[src/rtl/iquant_pkg.sv]
// Shared MPEG-2 inverse-quantiser constants, coefficient type and saturation helper.
package iquant_pkg;

  localparam int COEF_W     = 12;
  localparam int SAT_MIN    = -2048;
  localparam int SAT_MAX    = 2047;
  localparam int BLOCK_SIZE = 64;
  localparam int IQ_LATENCY = 3;
  localparam int IDX_W      = $clog2(BLOCK_SIZE);
  localparam int WGT_W      = 8;
  localparam int QS_W       = 7;
  localparam int DCM_W      = 5;
  localparam int PROD_W     = 28;
  localparam int QSHIFT     = 5;

  typedef logic signed [COEF_W-1:0] coef_t;

  typedef enum logic [1:0] {
    CLS_INTRA_DC,
    CLS_INTRA_AC,
    CLS_NON_INTRA
  } coef_cls_e;

  function automatic coef_t sat_coef(input logic signed [PROD_W-1:0] v);
    if (v > PROD_W'(SAT_MAX))
      return COEF_W'(SAT_MAX);
    else if (v < PROD_W'(SAT_MIN))
      return COEF_W'(SAT_MIN);
    else
      return v[COEF_W-1:0];
  endfunction

endpackage

[src/rtl/iquant_qmat.sv]
// 64x8 quantiser weight matrix: one write port, one registered read port (read-before-write).
module iquant_qmat
  import iquant_pkg::*;
(
  input  logic             clk,
  input  logic             clk_en,
  input  logic             wr_en,
  input  logic [IDX_W-1:0] wr_addr,
  input  logic [WGT_W-1:0] wr_data,
  input  logic             rd_en,
  input  logic [IDX_W-1:0] rd_addr,
  output logic [WGT_W-1:0] rd_data
);

  logic [WGT_W-1:0] mem [BLOCK_SIZE];

  always_ff @(posedge clk) begin
    if (clk_en) begin
      if (wr_en)
        mem[wr_addr] <= wr_data;
      if (rd_en)
        rd_data <= mem[rd_addr];
    end
  end

endmodule

[src/rtl/iquant.sv]
// MPEG-2 inverse quantiser: 3-stage pipeline (weight fetch, scale/saturate, mismatch control).
// Define IQUANT_MISMATCH_EN to enable parity-based mismatch control on the last coefficient.
module iquant
  import iquant_pkg::*;
(
  input  logic                     clk,
  input  logic                     rst,
  input  logic                     clk_en,
  input  logic signed [COEF_W-1:0] coef_level,
  input  logic                     coef_valid,
  input  logic                     intra,
  input  logic [QS_W-1:0]          quantiser_scale,
  input  logic [DCM_W-1:0]         intra_dc_mult,
  input  logic                     qmat_wr,
  input  logic [IDX_W-1:0]         qmat_addr,
  input  logic [WGT_W-1:0]         qmat_data,
  output logic signed [COEF_W-1:0] iquant_level,
  output logic                     iquant_valid
);

  localparam int QF2_W = COEF_W + 2;

  logic [IDX_W-1:0] idx;
  logic             at_dc;
  logic             blk_intra;
  logic [QS_W-1:0]  blk_qs;
  logic [DCM_W-1:0] blk_dcm;
  logic             cur_intra;
  logic [QS_W-1:0]  cur_qs;
  logic [DCM_W-1:0] cur_dcm;
  coef_cls_e        cur_cls;

  logic             s1_vld;
  coef_t            s1_qf;
  coef_cls_e        s1_cls;
  logic [QS_W-1:0]  s1_qs;
  logic [DCM_W-1:0] s1_dcm;
  logic [WGT_W-1:0] s1_w;

  logic signed [QF2_W-1:0]  qf2;
  logic signed [PROD_W-1:0] ac_prod;
  logic signed [PROD_W-1:0] ac_rnd;
  logic signed [PROD_W-1:0] dc_prod;
  logic signed [PROD_W-1:0] res;

  logic             s2_vld;
  coef_t            s2_sat;
  coef_t            out_level;

`ifdef IQUANT_MISMATCH_EN
  logic             s1_last;
  logic             s2_last;
  logic             par;
`endif

  iquant_qmat u_qmat (
    .clk     (clk),
    .clk_en  (clk_en),
    .wr_en   (qmat_wr),
    .wr_addr (qmat_addr),
    .wr_data (qmat_data),
    .rd_en   (coef_valid),
    .rd_addr (idx),
    .rd_data (s1_w)
  );

  // Block parameters are taken live at index 0 and from the held copy afterwards,
  // so a new block can follow the previous one without a bubble.
  always_comb begin
    at_dc     = (idx == '0);
    cur_intra = at_dc ? intra : blk_intra;
    cur_qs    = at_dc ? quantiser_scale : blk_qs;
    cur_dcm   = at_dc ? intra_dc_mult : blk_dcm;
    if (!cur_intra)
      cur_cls = CLS_NON_INTRA;
    else if (at_dc)
      cur_cls = CLS_INTRA_DC;
    else
      cur_cls = CLS_INTRA_AC;
  end

  always_comb begin
    qf2 = {s1_qf[COEF_W-1], s1_qf, 1'b0};
    if (s1_cls == CLS_NON_INTRA && s1_qf != '0)
      qf2 = s1_qf[COEF_W-1] ? qf2 - QF2_W'(1) : qf2 + QF2_W'(1);
    ac_prod = PROD_W'(qf2) * PROD_W'(signed'({1'b0, s1_w})) * PROD_W'(signed'({1'b0, s1_qs}));
    dc_prod = PROD_W'(s1_qf) * PROD_W'(signed'({1'b0, s1_dcm}));
    // Bias negatives before the arithmetic shift so division truncates toward zero.
    ac_rnd  = ac_prod + (ac_prod[PROD_W-1] ? PROD_W'((1 << QSHIFT) - 1) : PROD_W'(0));
    res     = (s1_cls == CLS_INTRA_DC) ? dc_prod : (ac_rnd >>> QSHIFT);
  end

  always_comb begin
    out_level = s2_sat;
`ifdef IQUANT_MISMATCH_EN
    if (s2_last && !(par ^ s2_sat[0]))
      out_level[0] = ~s2_sat[0];
`endif
  end

  always_ff @(posedge clk) begin
    if (!rst) begin
      idx          <= '0;
      s1_vld       <= 1'b0;
      s2_vld       <= 1'b0;
      iquant_valid <= 1'b0;
      iquant_level <= '0;
`ifdef IQUANT_MISMATCH_EN
      par          <= 1'b0;
`endif
    end else if (clk_en) begin
      s1_vld       <= coef_valid;
      s2_vld       <= s1_vld;
      iquant_valid <= s2_vld;
      if (coef_valid)
        idx <= idx + IDX_W'(1);
      if (s2_vld)
        iquant_level <= out_level;
`ifdef IQUANT_MISMATCH_EN
      if (s2_vld)
        par <= s2_last ? 1'b0 : (par ^ s2_sat[0]);
`endif
    end
  end

  always_ff @(posedge clk) begin
    if (clk_en) begin
      if (coef_valid) begin
        if (at_dc) begin
          blk_intra <= intra;
          blk_qs    <= quantiser_scale;
          blk_dcm   <= intra_dc_mult;
        end
        s1_qf  <= coef_level;
        s1_cls <= cur_cls;
        s1_qs  <= cur_qs;
        s1_dcm <= cur_dcm;
`ifdef IQUANT_MISMATCH_EN
        s1_last <= (idx == IDX_W'(BLOCK_SIZE - 1));
`endif
      end
      if (s1_vld) begin
        s2_sat <= sat_coef(res);
`ifdef IQUANT_MISMATCH_EN
        s2_last <= s1_last;
`endif
      end
    end
  end

endmodule
[config.mk]
export PLATFORM = sky130hd
export DESIGN_NAME = iquant
export DESIGN_NICKNAME = d
export VERILOG_FILES = /design/src/rtl/iquant_pkg.sv /design/src/rtl/iquant_qmat.sv /design/src/rtl/iquant.sv
export SDC_FILE = /design/constraint.sdc
export NUM_CORES = 1
export LEC_CHECK = 0
export CAP_MARGIN = 40
export CELL_PAD_IN_SITES_DETAIL_PLACEMENT = 0
export CELL_PAD_IN_SITES_GLOBAL_PLACEMENT = 1
export CORE_MARGIN = 4
export CORE_UTILIZATION = 53
export DETAILED_ROUTE_END_ITERATION = 8
export PLACE_DENSITY_LB_ADDON = 0.1
export SLEW_MARGIN = 20
export SYNTH_ARGS = -nofsm -noshare
export SYNTH_HDL_FRONTEND = slang
export SYNTH_SLANG_ARGS = --single-unit
[constraint.sdc]
create_clock -name clk -period 16.75 [get_ports clk]
set_clock_uncertainty 0.05 [all_clocks]
set_input_delay 3.35 -clock clk [delete_from_list [all_inputs] [get_ports clk]]
set_output_delay 3.35 -clock clk [all_outputs]
set_load 0.01 [all_outputs]
==> flow_metrics.env, run 1 <==
export IMPL_grt_start_max_net_pins=65
export IMPL_grt_pass1_wl_um=126800
export IMPL_antenna_found_initial=3
export IMPL_fillCellCount=5028
export IMPL_totalWireLength_um=80350
export IMPL_start_util=0.5390
export IMPL_synth_top_area_cell="edfxtp_1"
export IMPL_core_area_sq_mm=0.06481
export IMPL_holdPathStages=2
export IMPL_fin_crit_sh=0.7617
export IMPL_r2r_cells=40
export IMPL_via_per_inst=5.734
export IMPL_route_detailed_drc=0
export IMPL_die_x_um=264.7
export IMPL_via_count=20120
export IMPL_synth_top_area_share=0.4805
export IMPL_synth_commonest_cells="559 x edfxtp_1, 339 x inv_1, 239 x fa_1"
export IMPL_clkSlewWorstSetupHoldPaths_ps=60
export IMPL_fin_setup_tns_ps=0
export IMPL_hold_viol_final=0
export IMPL_cp_data_arrival_time_ps=13190
export IMPL_cts_buffer_depth=3
export IMPL_synth_distinct_cells=89
export IMPL_seqCellArea_sq_mm=0.01722
export IMPL_post_cts_resized=0
export IMPL_ys_seq_area_frac=0.4925
export IMPL_worst_pin_slew_ps=850.4
export IMPL_cts_sinks=580
export IMPL_min_period_ps=12760
export IMPL_grt_total_usage=0.2340
export IMPL_drive_gt1_frac=0.1358
export IMPL_critPathRequiredTime_ps=17180
export IMPL_cts_tree="yes"
export IMPL_fmax_ghz=0.07838
export IMPL_firstDrtPassIters=5
export IMPL_path_class="reg -> reg"
export IMPL_max_stage_delay_ps=620
export IMPL_synth_top_family_by_area="adder cells"
export IMPL_cts_max_level=2
export IMPL_muxShareOfSynthArea=0.1060
export IMPL_synth_compound_area_share=0.04398
export IMPL_dieArea_sq_mm=0.07009
export IMPL_crit_path_top_delay_cell="o41a_1"
export IMPL_root_buffer="clkbuf_16"
export IMPL_drv_slew=0
export IMPL_post_cts_buffers=0
export IMPL_clkLatencyLatePin_ps=630
export IMPL_place_area_sq_mm=0.03651
export IMPL_rsz0062_at_grt="no"
export IMPL_yosys_warnings=0
export IMPL_synth_area_leaders="edfxtp_1 48%, fa_1 14%, mux4_2 11%, ha_1 5.0%, inv_1 3.6%"
export IMPL_port_buffers=56
export IMPL_post_drt_wl_per_cell_um=22.90
export IMPL_final_design_area_no_fill_sq_mm=0.03857
export IMPL_synth_main_ff_cell="edfxtp_1"
export IMPL_grt_pass1_vias=21010
export IMPL_synth_cells=2537
export IMPL_drtIter0Drc=1500
export IMPL_end_kind="flip-flop"
export IMPL_holdBufCountCts=0
export IMPL_setup_viol=0
export IMPL_dp_hpwl_um=58870
export IMPL_synth_simple_area_share=0.1005
export IMPL_grt_overflow=0
export IMPL_crit_path_max_fanout=11
export IMPL_hold_class="reg -> reg"
export IMPL_rows=93
export IMPL_area_growth_pct=10.40
export IMPL_synth_area_sq_mm=0.03494
export IMPL_gp_congestion=0.8674
export IMPL_holdWs_ps=413.4
export IMPL_yosys_area_share_adder=0.1867
export IMPL_maxCapViolCount=0
export IMPL_path_common_cell="fa_1"
export IMPL_syn_area_per_cell_sq_um=13.77
export IMPL_multiInputGateArea_sq_mm=0.01604
export IMPL_startpoint_type="flip-flop"
export IMPL_run_status="complete, no violations"
export IMPL_syn_nets=2959
export IMPL_slew_headroom=0.4310
export IMPL_final_nets=3024
export IMPL_synth_most_common_cell="edfxtp_1"
export IMPL_ys_ff_latch=580
export IMPL_cts_buffers=60
export IMPL_num_io_pins=57
export IMPL_fp_dieH_um=264.7
export IMPL_synth_edf_count=559
export IMPL_antenna_left=0
export IMPL_synth_xor_xnor_area_share=0.02192
export IMPL_synthArstFlopShare=0
## stage by stage
| stage | util | cells | setup WS (ps) |
|---|---|---|---|
| 2_1_floorplan | - | 2537 | 5703 |
| 6_report | 0.5951 | 3508 | 3991 |
| 4_1_cts | 0.5929 | 3490 | 3996 |
| 3_3_place_gp | 0.5587 | 3359 | 4237 |
| 3_5_place_dp | 0.5633 | 3379 | 4023 |
| 5_1_grt | 0.5950 | 3506 | 3237 |
## cell usage in the layout (no fill, tap or decap), types with 11 or more instances in the layout
cell | netlist | routed
o21ai_0 | 30 | 30
buf_4 | 3 | 32
a21boi_0 | 19 | 19
and3_1 | 27 | 27
a31oi_1 | 13 | 13
edfxtp_1 | 559 | 559
clkbuf_1 | 80 | 13
mux4_2 | 163 | 163
nor3_1 | 23 | 23
o21ai_2 | 11 | 11
nor2_1 | 103 | 103
dfxtp_1 | 21 | 17
nand2_1 | 199 | 199
xnor2_1 | 57 | 57
nand3_1 | 20 | 20
clkdlybuf4s50_1 | 0 | 48
clkinv_2 | 0 | 15
clkbuf_16 | 0 | 60
nor2b_1 | 38 | 38
inv_1 | 339 | 339
fa_1 | 239 | 239
a21oi_1 | 53 | 53
a211oi_1 | 13 | 13
nand2b_1 | 14 | 14
and2_1 | 192 | 192
ha_1 | 139 | 139
xor2_1 | 18 | 18
## sequential cells by signal (all words and copies together), names as in the netlist, 2 cells and up
name,count
s1_qs,7
s1_cls,2
iquant_level,12
u_qmat.mem,512
s1_dcm,5
s1_qf,12
out_level,12
idx,6
u_qmat.rd_data,8
## per-layer routing
metal | vias up | track usage | share of wire
li1 | 9072 | - | -
met1 | 10460 | 0.3268 | 0.43
met2 | 484 | 0.3982 | 0.50
met3 | 95 | 0.03156 | 0.051
met4 | 2 | 0.05311 | 0.021
met5 | - | 0 | 0.00016
## cell type report
| type | count | area share |
|---|---|---|
| diodes | 2 | 0.0001298 |
| repair buffers | 104 | 0.02702 |
| multi-input cells | 1516 | 0.4158 |
| flip-flops and latches | 580 | 0.4464 |
| clock inverters | 38 | 0.009667 |
| well taps | 855 | 0.02774 |
| inverters | 340 | 0.03309 |
| clock buffers | 73 | 0.04019 |
## kinds of logic (layout without fill, tap and decap cells)
logic type	after synthesis	after routing
mux	166	166
fa+ha+maj	378	378
xor+xnor	80	80
compound gates	219	219
simple gates	673	673
other cells	0	2
buf+inv	441	555
flops	580	580
## critical path: cells and delay by family, from the launching register on
kind | cells | cell delay [ps]
xor+xnor | 4 | 1520
flops | 1 | 400
fa+ha+maj | 10 | 4720
buf+inv | 5 | 230
simple gates | 10 | 2680
compound gates | 11 | 2980
## path summary, 6_finish.rpt
kind,startpoint,end,slack [ps]
hold / removal,iquant_level[2]$_SDFFE_PN0P_,iquant_level[2]$_SDFFE_PN0P_,410
setup / recovery,s1_cls[0]$_SDFFCE_PN0P_,out_level[5]$_SDFFCE_PN1P_,3990
hold reg to reg,iquant_level[2]$_SDFFE_PN0P_,iquant_level[2]$_SDFFE_PN0P_,410
setup reg to reg,s1_cls[0]$_SDFFCE_PN0P_,out_level[5]$_SDFFCE_PN1P_,3990
Power of run 1 is not shown: default switching activity piles up to over one toggle a cycle in this logic, so the estimate is an artifact.
==> run 2, diff against run 1 <==
==> constraint.sdc (replaced) <==
create_clock -name clk -period 12 [get_ports clk]
set_clock_uncertainty 0.05 [all_clocks]
set_input_delay 2.4 -clock clk [delete_from_list [all_inputs] [get_ports clk]]
set_output_delay 2.4 -clock clk [all_outputs]
set_load 0.01 [all_outputs]
==> run 2 against run 1 <==
  * Global-route usage up 0.098 points
  * Cell area up 0.98%
  * Via count up 1.5%
  * Critical endpoint is now out_level[6]$_SDFFCE_PN1P_
==> flow_metrics.env, run 2 (same netlist as run 1, synthesis figures left out) <==
export IMPL_end_kind="flip-flop"
export IMPL_path_class="reg -> reg"
export IMPL_cts_sinks=580
export IMPL_firstDrtPassIters=5
export IMPL_worst_pin_slew_ps=855.4
export IMPL_r2r_cells=41
export IMPL_clkSlewWorstSetupHoldPaths_ps=60
export IMPL_multiInputGateArea_sq_mm=0.01615
export IMPL_final_nets=3061
export IMPL_start_util=0.5390
export IMPL_post_drt_wl_per_cell_um=23.01
export IMPL_holdPathStages=2
export IMPL_crit_path_top_delay_cell="fa_1"
export IMPL_clkLatencyLatePin_ps=640
export IMPL_antenna_left=0
export IMPL_slew_headroom=0.4253
export IMPL_cts_tree="yes"
export IMPL_startpoint_type="flip-flop"
export IMPL_min_to="iquant_level[7]$_SDFFE_PN0P_"
export IMPL_run_status="complete, no violations"
export IMPL_rows=93
export IMPL_drtIter0Drc=1622
export IMPL_crit_family="adder cells"
export IMPL_holdWs_ps=420.8
export IMPL_reg2reg_from="s1_qf[0]$_DFFE_PP_"
export IMPL_path_buf_inv=9
export IMPL_mostFrequentLayoutCells="559 x edfxtp_1, 339 x inv_1, 239 x fa_1, 199 x nand2_1, 192 x and2_1"
export IMPL_drv_slew=0
export IMPL_via_count=20420
export IMPL_cts_buffer_depth=3
export IMPL_totalWireLength_um=81600
export IMPL_grt_pass1_vias=21410
export IMPL_crit_path_max_fanout=11
export IMPL_gp_congestion=0.8659
export IMPL_hold_viol_final=0
export IMPL_max_stage_delay_ps=590
export IMPL_worstReg2RegEnd="out_level[6]$_SDFFCE_PN1P_"
export IMPL_hold_class="reg -> reg"
export IMPL_seqCellArea_sq_mm=0.01722
export IMPL_fp_dieH_um=264.7
export IMPL_layout_commonest_cell="edfxtp_1"
export IMPL_dieArea_sq_mm=0.07009
export IMPL_r2r_slack_ps=530
export IMPL_grt_total_usage=0.2350
export IMPL_min_period_ps=11470
export IMPL_cp_data_arrival_time_ps=11910
export IMPL_fillCellCount=4975
export IMPL_grt_start_max_net_pins=65
export IMPL_grt_overflow=0
export IMPL_port_buffers=56
export IMPL_dp_hpwl_um=59110
export IMPL_num_io_pins=57
export IMPL_cts_max_level=2
export IMPL_setup_viol=0
export IMPL_antenna_found_initial=2
export IMPL_area_growth_pct=11.48
export IMPL_route_detailed_drc=0
export IMPL_via_per_inst=5.758
export IMPL_largest_register_ffs=512
export IMPL_grt_pass1_wl_um=127600
export IMPL_final_util=0.6009
export IMPL_maxCapViolCount=0
export IMPL_critPathRequiredTime_ps=12440
export IMPL_root_buffer="clkbuf_16"
export IMPL_die_x_um=264.7
export IMPL_fmax_ghz=0.08715
export IMPL_path_common_cell="fa_1"
export IMPL_worstHoldStart="iquant_level[7]$_SDFFE_PN0P_"
export IMPL_drive_gt1_frac=0.1491
export IMPL_cts_buffers=59
export IMPL_core_area_sq_mm=0.06481
export IMPL_regMostFlops="u_qmat.mem"
export IMPL_fin_crit_sh=0.9562
## run 2: cell types whose count changed in the layout (fill, tap and decap cells not counted), sizes merged
cell and change:
clkinvlp -2, buf +38, bufinv -1, clkbuf +3
## run 2: cell type report
class | count | area share
clock buffer | 76 | 0.03955
sequential | 580 | 0.4420
multi-input combinational | 1516 | 0.4147
antenna | 2 | 0.0001285
tap | 855 | 0.02747
inverter | 340 | 0.03277
clock inverter | 35 | 0.008738
timing repair buffer | 142 | 0.03457
## run 2: timing repair
action                                  in CTS  in global routing
endpoints found under the setup margin       0                 11
gates resized for setup                      0                 21
hold buffers                                 0                  0
buffers inserted                             0                 10
## run 2: metal layers
layer,track usage,wire length [um],share of wire
met1,0.3249,34200,0.42
met2,0.4001,41040,0.50
met3,0.03156,4221,0.052
met4,0.06054,2133,0.026
met5,0,13,0.00016
## run 2: through the flow
stage	area, sq um	setup WS [ps]	instances	setup TNS, ps
final	38950	525.7	3546	0
after global routing	38940	-51.55	3544	-359.4
after CTS	38590	86.94	3516	0
after detailed placement	36710	59.00	3405	0
after global placement	36410	342.6	3386	0
after floorplan	34940	953.0	2537	0
## run 2: worst max-delay path by stage
stage                                  to                    start  slack, ps  cells past startpoint
6_report       out_level[6]$_SDFFCE_PN1P_       s1_qf[0]$_DFFE_PP_        530                     41
3_3_place_gp   out_level[0]$_SDFFCE_PN1P_       s1_qf[5]$_DFFE_PP_        340                     36
3_5_place_dp   out_level[6]$_SDFFCE_PN1P_       s1_qf[5]$_DFFE_PP_         60                     36
5_1_grt        out_level[0]$_SDFFCE_PN1P_       s1_qf[0]$_DFFE_PP_        -50                     46
2_1_floorplan  out_level[5]$_SDFFCE_PN1P_  s1_cls[0]$_SDFFCE_PN0P_        950                     47
4_1_cts        out_level[0]$_SDFFCE_PN1P_       s1_qf[5]$_DFFE_PP_         90                     36
## run 2: tightest hold or removal path, cell delays in order (launching register included)
cell and delay (ps):
dfxtp_1 310, nand2_1 50, a21boi_0 60
Power of run 2 is left out for the same reason.
